**src/rtl/fft_stage_sched.sv**
```systemverilog
// Stage/butterfly sequencer for an in-place radix-2 DIT FFT driving one pipelined butterfly.
// Issues one read pair per cycle and replays each pair BTFLY_LAT cycles later as the write-back.
module fft_stage_sched #(
    parameter int LOG2N     = 10,
    parameter int BTFLY_LAT = 4
) (
    input  logic                         clk,
    input  logic                         rst,
    input  logic                         i_u1_start,
    input  logic                         i_u1_hold,
    input  logic                         i_u1_btfly_valid,
    output logic                         o_u1_busy,
    output logic                         o_u1_done,
    output logic                         o_u1_err,
    output logic                         o_u1_issue,
    output logic [LOG2N-1:0]             o_rd_addr0,
    output logic [LOG2N-1:0]             o_rd_addr1,
    output logic [LOG2N-2:0]             o_tw_idx,
    output logic                         o_u1_wr_en,
    output logic [LOG2N-1:0]             o_wr_addr0,
    output logic [LOG2N-1:0]             o_wr_addr1,
    output logic [$clog2(LOG2N)-1:0]     o_stage
);

    localparam int SW = $clog2(LOG2N);
    localparam int DW = $clog2(BTFLY_LAT) + 1;

    typedef enum logic [1:0] {IDLE, RUN, DRAIN, DONE} state_t;

    state_t           state_q, state_d;
    logic [LOG2N-2:0] k_q, k_d;
    logic [SW-1:0]    s_q, s_d;
    logic [DW-1:0]    dcnt_q, dcnt_d;
    logic             issue_d;
    logic             start_acc;

    logic [LOG2N-1:0] span_c, mask_c, kk_c, a0_c, a1_c;
    logic [LOG2N-2:0] tw_c;

    logic             dl_issue [BTFLY_LAT];
    logic [LOG2N-1:0] dl_a0    [BTFLY_LAT];
    logic [LOG2N-1:0] dl_a1    [BTFLY_LAT];

    always_comb begin
        span_c = LOG2N'(1) << s_q;
        mask_c = span_c - LOG2N'(1);
        kk_c   = {1'b0, k_q};
        a0_c   = ((kk_c >> s_q) << (32'(s_q) + 1)) | (kk_c & mask_c);
        a1_c   = a0_c | span_c;
        tw_c   = (k_q & mask_c[LOG2N-2:0]) << (LOG2N - 1 - 32'(s_q));
    end

    always_comb begin
        state_d   = state_q;
        k_d       = k_q;
        s_d       = s_q;
        dcnt_d    = dcnt_q;
        issue_d   = 1'b0;
        start_acc = 1'b0;
        unique case (state_q)
            IDLE: begin
                if (i_u1_start) begin
                    state_d   = RUN;
                    k_d       = '0;
                    s_d       = '0;
                    start_acc = 1'b1;
                end
            end
            RUN: begin
                if (!i_u1_hold) begin
                    issue_d = 1'b1;
                    k_d     = k_q + 1'b1;
                    if (k_q == '1) begin
                        state_d = DRAIN;
                        dcnt_d  = '0;
                    end
                end
            end
            DRAIN: begin
                dcnt_d = dcnt_q + 1'b1;
                if (dcnt_q == DW'(BTFLY_LAT - 1)) begin
                    if (s_q == SW'(LOG2N - 1)) begin
                        state_d = DONE;
                    end else begin
                        s_d     = s_q + 1'b1;
                        k_d     = '0;
                        state_d = RUN;
                    end
                end
            end
            DONE: state_d = IDLE;
            default: state_d = IDLE;
        endcase
    end

    always_ff @(posedge clk) begin
        if (rst) begin
            state_q    <= IDLE;
            k_q        <= '0;
            s_q        <= '0;
            dcnt_q     <= '0;
            o_u1_issue <= 1'b0;
            o_rd_addr0 <= '0;
            o_rd_addr1 <= '0;
            o_tw_idx   <= '0;
            o_u1_busy  <= 1'b0;
            o_u1_done  <= 1'b0;
            o_u1_err   <= 1'b0;
            for (int unsigned i = 0; i < BTFLY_LAT; i++) begin
                dl_issue[i] <= 1'b0;
                dl_a0[i]    <= '0;
                dl_a1[i]    <= '0;
            end
        end else begin
            state_q    <= state_d;
            k_q        <= k_d;
            s_q        <= s_d;
            dcnt_q     <= dcnt_d;
            o_u1_issue <= issue_d;
            if (issue_d) begin
                o_rd_addr0 <= a0_c;
                o_rd_addr1 <= a1_c;
                o_tw_idx   <= tw_c;
            end
            o_u1_busy <= (state_q == RUN) || (state_q == DRAIN);
            o_u1_done <= (state_q == DONE);
            // The delayed issue bit is what is visible on o_u1_wr_en this cycle.
            if (start_acc)
                o_u1_err <= 1'b0;
            else if (dl_issue[BTFLY_LAT-1] != i_u1_btfly_valid)
                o_u1_err <= 1'b1;
            dl_issue[0] <= o_u1_issue;
            dl_a0[0]    <= o_rd_addr0;
            dl_a1[0]    <= o_rd_addr1;
            for (int unsigned i = 1; i < BTFLY_LAT; i++) begin
                dl_issue[i] <= dl_issue[i-1];
                dl_a0[i]    <= dl_a0[i-1];
                dl_a1[i]    <= dl_a1[i-1];
            end
        end
    end

    assign o_u1_wr_en = dl_issue[BTFLY_LAT-1];
    assign o_wr_addr0 = dl_a0[BTFLY_LAT-1];
    assign o_wr_addr1 = dl_a1[BTFLY_LAT-1];
    assign o_stage    = s_q;

endmodule

```
**config.mk**
```make
export PLATFORM = sky130hd
export DESIGN_NAME = fft_stage_sched
export DESIGN_NICKNAME = d
export VERILOG_FILES = /design/src/rtl/fft_stage_sched.sv
export SDC_FILE = /design/constraint.sdc
export NUM_CORES = 1
export LEC_CHECK = 0
export CAP_MARGIN = 20
export CORE_MARGIN = 8
export CORE_UTILIZATION = 32
export DETAILED_ROUTE_END_ITERATION = 10
export PLACE_DENSITY = 0.52
export SLEW_MARGIN = 15
export SYNTH_ARGS = -nofsm -noshare
export SYNTH_HDL_FRONTEND = slang
export SYNTH_SLANG_ARGS = --single-unit
export TNS_END_PERCENT = 30
```
**constraint.sdc**
```tcl
create_clock -name clk -period 4.58 [get_ports clk]
set_input_delay 0.916 -clock clk [delete_from_list [all_inputs] [get_ports clk]]
set_output_delay 0.916 -clock clk [all_outputs]
set_load 0.02 [all_outputs]
```
# Word level (Yosys, flattened, before mapping)
# Memory sizes are Yosys's and may differ from the RTL's.
# Index checks and enable logic that the tools add are counted.
# op_classes
add_sub_neg,6
n_eq_ne,12
shift,4
mux,37
n_bitwise,16
reduce_logical,10
# op_table
cell,n
$mux 10,8
$mux 9,4
$shl 9x32->9,1
$pmux 9 s3,1
$or 10x10->10,2
$mux 4,3
$or 1x1->1,12
$mux 1,11
$and 9x10->10,1
$mux 2,5
$ne 2x2->1 const B,5
$shl 1x4->10 const A,1
$shl 10x5->10,1
$shr 9x4->10,1
$sub 10x1->10 const B,1
$add 9x1->9 const B,1
$and 9x9->9,1
$eq 9x9->1 const B,1
$pmux 2 s4,1
$pmux 4 s2,1
$reduce_and 4->1,2
$mux 3,2
$pmux 3 s2,1
$add 4x1->5 const B,1
other kinds (15),17
# totals
ff_bits,51
ramBits,84
input_bits,5
out_inout_bits,58
wordCells,99
n_memories,3
# mem_list
name,words,width,rd,rd_clocked_by_memory_dff,wr,line_no,source
dl_a0,4,10,4,0,4,41,logic [LOG2N-1:0] dl_a0 [BTFLY_LAT];
dl_a1,4,10,4,0,4,42,logic [LOG2N-1:0] dl_a1 [BTFLY_LAT];
dl_issue,4,1,4,0,4,40,logic dl_issue [BTFLY_LAT];

# Logic depth before layout (Yosys ltp)
# logic_depth
word_depth,5
depth_mapped,13
ltp_nobuf,10

# Least setup slack after synthesis
# Ideal clock, no wire load.
# synth_timing
path_type,reg2reg
start,register s_q[1] (netlist: o_stage[1])
end,register o_tw_idx[3]
setup_ps,70
arrival_time_ps,3246
t_required_ps,4510
setup_slack_ps,1264
stages_incl_launch_ff,12
path_buffers,2
period_less_slack_ps,3316
cell_sequence,dfxtp_1 > buf_4 > inv_1 > clkbuf_1 > ha_1 > or3b_2 > ha_1 > nand2b_1 > mux2_2 > mux2_4 > or4_1 > a21oi_1
# synth_between
elab_chain_len,4
elab_cells_between_ends,5
cone_classes,add/sub: 2; shift: 2; bitwise: 1
# synth_rtl
item,line_no,source
from (decl),32,"logic [SW-1:0] s_q, s_d;"
from (signal assigned),100,s_q <= '0;
from (signal assigned),117,s_q <= s_d;
$shl 1x4->10,45,span_c = LOG2N'(1) << s_q;
$sub 10x1->10,46,mask_c = span_c - LOG2N'(1);
$and 9x9->9,50,tw_c = (k_q & mask_c[LOG2N-2:0]) << (LOG2N - 1 - 32'(s_q));
$shl 9x32->9 *,50,
to (signal assigned),123,o_tw_idx <= tw_c;
to (decl),18,"output logic [LOG2N-2:0] o_tw_idx,"
# Every way passes the cells marked *; elsewhere a longest branch is shown, timed or not.
# A chain may end at the register's enable or synchronous reset.

# Worst setup path in the final report
# layout_timing
start,register s_q[1] (netlist: o_stage[1])
end,register o_tw_idx[7]
# The elaborated chain is that of the path after synthesis.

==> run_results.csv <==
group,metric,value,unit
sta,drv_slew,0,
cells_and_area,nets,680,
critical_path,slowest_stage,"or3b_2",
place,placedInstanceArea,0.00641,mm²
sta,setup_violations,0,
clock_network,cts-root-buf,"clkbuf_16",
global_route,grt.overflow.total,0,
critical_path,arrival,3.83,ns
cells_and_area,mostFrequentLayoutCells,"dfxtp_1, nor2b_1, clkdlybuf4s50_1",
drt,drtIter0Drc,261,
critical_path,reg2reg_to,"o_tw_idx[7]",
synthesis,synthSimpleGateAreaFrac,22.4,%
drt,vias_per_cell,5.00,
run,maxCapViolations,0,
hold_path,hold_path.class,"flip-flop to flip-flop",
hold_path,hold_path.startpoint,"dl_a1[0][5]",
drt,vias,4471,
synthesis,synthMuxAreaShare,3.14,%
synthesis,synth_nets,635,
place,post-dp-hpwl,10.4,mm
drt,wl,14.8,mm
critical_path,startpoint_type,"flip-flop",
critical_path,cp_max_fo,13,
clock_network,clkSinkCount,135,
drt,drtPass1Iterations,5,
synthesis,synth-xor-area-share,1.53,%
sta,clock_skew,0.00720,ns
clock_network,cts_resized,0,
sta,fin_ws,1.09,ns
global_route,antenna_found_initial,0,
sta,max_slew.worst_pin.slew,0.797,ns
synthesis,ys_seq_area_share,47.8,%
global_route,grt_max_degree,83,
synthesis,synth_cell_type_count,71,
critical_path,r2r_setup_slack,1.09,ns
sta,slew_headroom,46.9,%
global_route,grt_pass1_vias,4278,
sta,hold_viol_final,0,
clock_network,cts_max_level,4,
sta,fmax,287,MHz
synthesis,synth_edf_count,0,
floorplan,ios,63,
synthesis,yosys_register_bits,135,
power_and_ir_drop,power.density,491,mW/mm²
synthesis,synth_top_area_share,47.8,%
floorplan,die_y,149,µm
floorplan,die_w,149,µm
clock_network,clkLatencyLatePin,0.42,ns
sta,hold_slack,0.432,ns
drt,final_antenna_net_count,0,
critical_path,cp_common_cell,"ha_1",
cells_and_area,fin_util,40.7,%
drt,wl_per_cell,16.6,µm
floorplan,design.core.area,0.0173,mm²
floorplan,rows,48,
critical_path,critical_path.top_delay_family,"adder cells",
synthesis,yosys_warnings,0,
synthesis,synth_compound_area_share,17.0,%
clock_network,numCtsBuffers,17,
floorplan,start_util,32.7,%
clock_network,cts_tree,"yes",
clock_network,cts.repair_timing.setup_buffer_count,0,
critical_path,critical_path.max_stage_delay,0.54,ns
place,port_buffers,62,
power_and_ir_drop,vdd.ir_drop.worst,229,µV
hold_path,hold_depth,1,
place,pre_cts_ws,1.12,ns
hold_path,hold_path_end,"dl_a1[1][5]",
critical_path,worstSetupPathType,"flip-flop to flip-flop",
critical_path,crit_path_end_kind,"flip-flop",
cells_and_area,drive_gt1_share,8.81,%
synthesis,syn-cell-area,0.00566,mm²
cells_and_area,fin_area,0.00705,mm²
synthesis,syn_inst,612,
synthesis,synthTopCellsByArea,"dfxtp_1, nor2b_1, ha_1",
critical_path,cp_num_buf_inv,1,
place,place_congestion,0.854,
critical_path,crit-reg2reg-launch,"o_stage[1]",
synthesis,synth_top_family_by_area,"simple AND/OR/NAND/NOR gates",
cells_and_area,area_growth,24.5,%
critical_path,r2r_cells,9,
sta,final.setup.tns,0,ns
critical_path,cp.required,4.92,ns
sta,finalCritPeriodShare,76.1,%
clock_network,clk_path_buf_depth,2,
critical_path,worstPathCellList,"inv_1, ha_1, or3b_2, ha_1, nand2b_1, mux2_2, mux2_4, a2111oi_0, a2bb2oi_1",
global_route,grt_pass1_wl,23.6,mm
run_status,status,"finished, final reports clean",
drt,drc,0,
sta,period_needed,3.49,ns
power_and_ir_drop,leakage,0.00260,µW
synthesis,yosys.area.top_type,"dfxtp_1",
cells_and_area,antenna_cells,0,
synthesis,synthAdderAreaFrac,3.98,%
synthesis,ys_async_sr_fraction,0,%
global_route,grtUsageTotal,13.5,%
synthesis,avgSynthCellArea,9.25,µm²
synthesis,synth-main-ff-cell,"dfxtp_1",
floorplan,dieArea,0.0222,mm²
cells_and_area,layout.cells.most_common,"dfxtp_1",
sta,rsz0062_at_grt,"no",
clock_network,cts-hold-fix-buffers,0,
clock_network,path_clk_slew,0.06,ns
[per-layer routing]
metal  track usage (%)  share of wire [%]  up-vias
li1                  -                  -     2207
met1              17.1                 47     2144
met2              21.6                 47      106
met3              3.49                5.0       14
met4              5.20                1.2        0
met5                 0                  0        -
[power breakdown]
group | switching [µW] | total [µW] | internal, µW
sequential | 67.4 | 1350 | 1290
combinational | 410 | 683 | 273
clock | 537 | 1420 | 887
total | 1010 | 3460 | 2450
[layout make-up]
type | count | area (µm²)
Fill cell | 1734 | 10200
Multi-Input combinational cell | 421 | 2720
Sequential cell | 135 | 2700
Timing Repair Buffer | 68 | 663
Clock buffer | 18 | 439
Tap cell | 225 | 282
Clock inverter | 14 | 189
Inverter | 14 | 52.6
[worst max path at each step]
stage | start | endpoint | cells after the start
2_1_floorplan | o_stage[1] | o_tw_idx[3] | 11
3_3_place_gp | o_stage[1] | o_tw_idx[3] | 9
3_5_place_dp | o_stage[1] | o_tw_idx[7] | 9
6_report | o_stage[1] | o_tw_idx[7] | 9
5_1_grt | o_stage[1] | o_tw_idx[7] | 9
4_1_cts | o_stage[1] | o_tw_idx[7] | 9
[Yosys cell counts (7+ instances only)]
| master | count |
|---|---|
| a21oi_1 | 34 |
| a2bb2oi_1 | 9 |
| a31oi_1 | 8 |
| buf_2 | 7 |
| clkbuf_1 | 30 |
| dfxtp_1 | 135 |
| ha_1 | 18 |
| inv_1 | 12 |
| mux2i_1 | 14 |
| nand2_1 | 42 |
| nand3_1 | 11 |
| nor2_1 | 41 |
| nor2b_1 | 95 |
| nor3_1 | 11 |
| o21ai_0 | 33 |
[kinds of logic after synthesis]
family          count (synthesis)
compound gates                142
simple gates                  235
fa+ha+maj                      18
mux                            17
buf+inv                        56
flops                         135
xor+xnor                        9
[through the flow]
step	total power [µW]	std cells
detailed placement	2060	862
floorplan	1810	612
finish	3460	895
CTS	3490	894
global route	3620	895
global placement	2050	862
[sequential cells by signal, indices dropped and copies added (netlist names)]
signal      flops
dcnt_q          3
dl_a0          40
dl_a1          40
dl_issue        4
k_q             9
o_rd_addr0     10
o_rd_addr1     10
o_stage         4
o_tw_idx        9
o_u1_busy       1
o_u1_done       1
o_u1_err        1
o_u1_issue      1
state_q         2
[worst register-to-register path: cells and delay by family, from the launching register on]
kind / cells / cell delay, ns
AOI/OAI and AO/OA: 2 / 0.67
adders and majority gates: 2 / 0.78
buffers and inverters: 1 / 0.35
DFF: 1 / 0.30
muxes: 2 / 0.59
and+or+nand+nor: 2 / 0.72
Note: power is estimated with default switching activity, not from simulation.
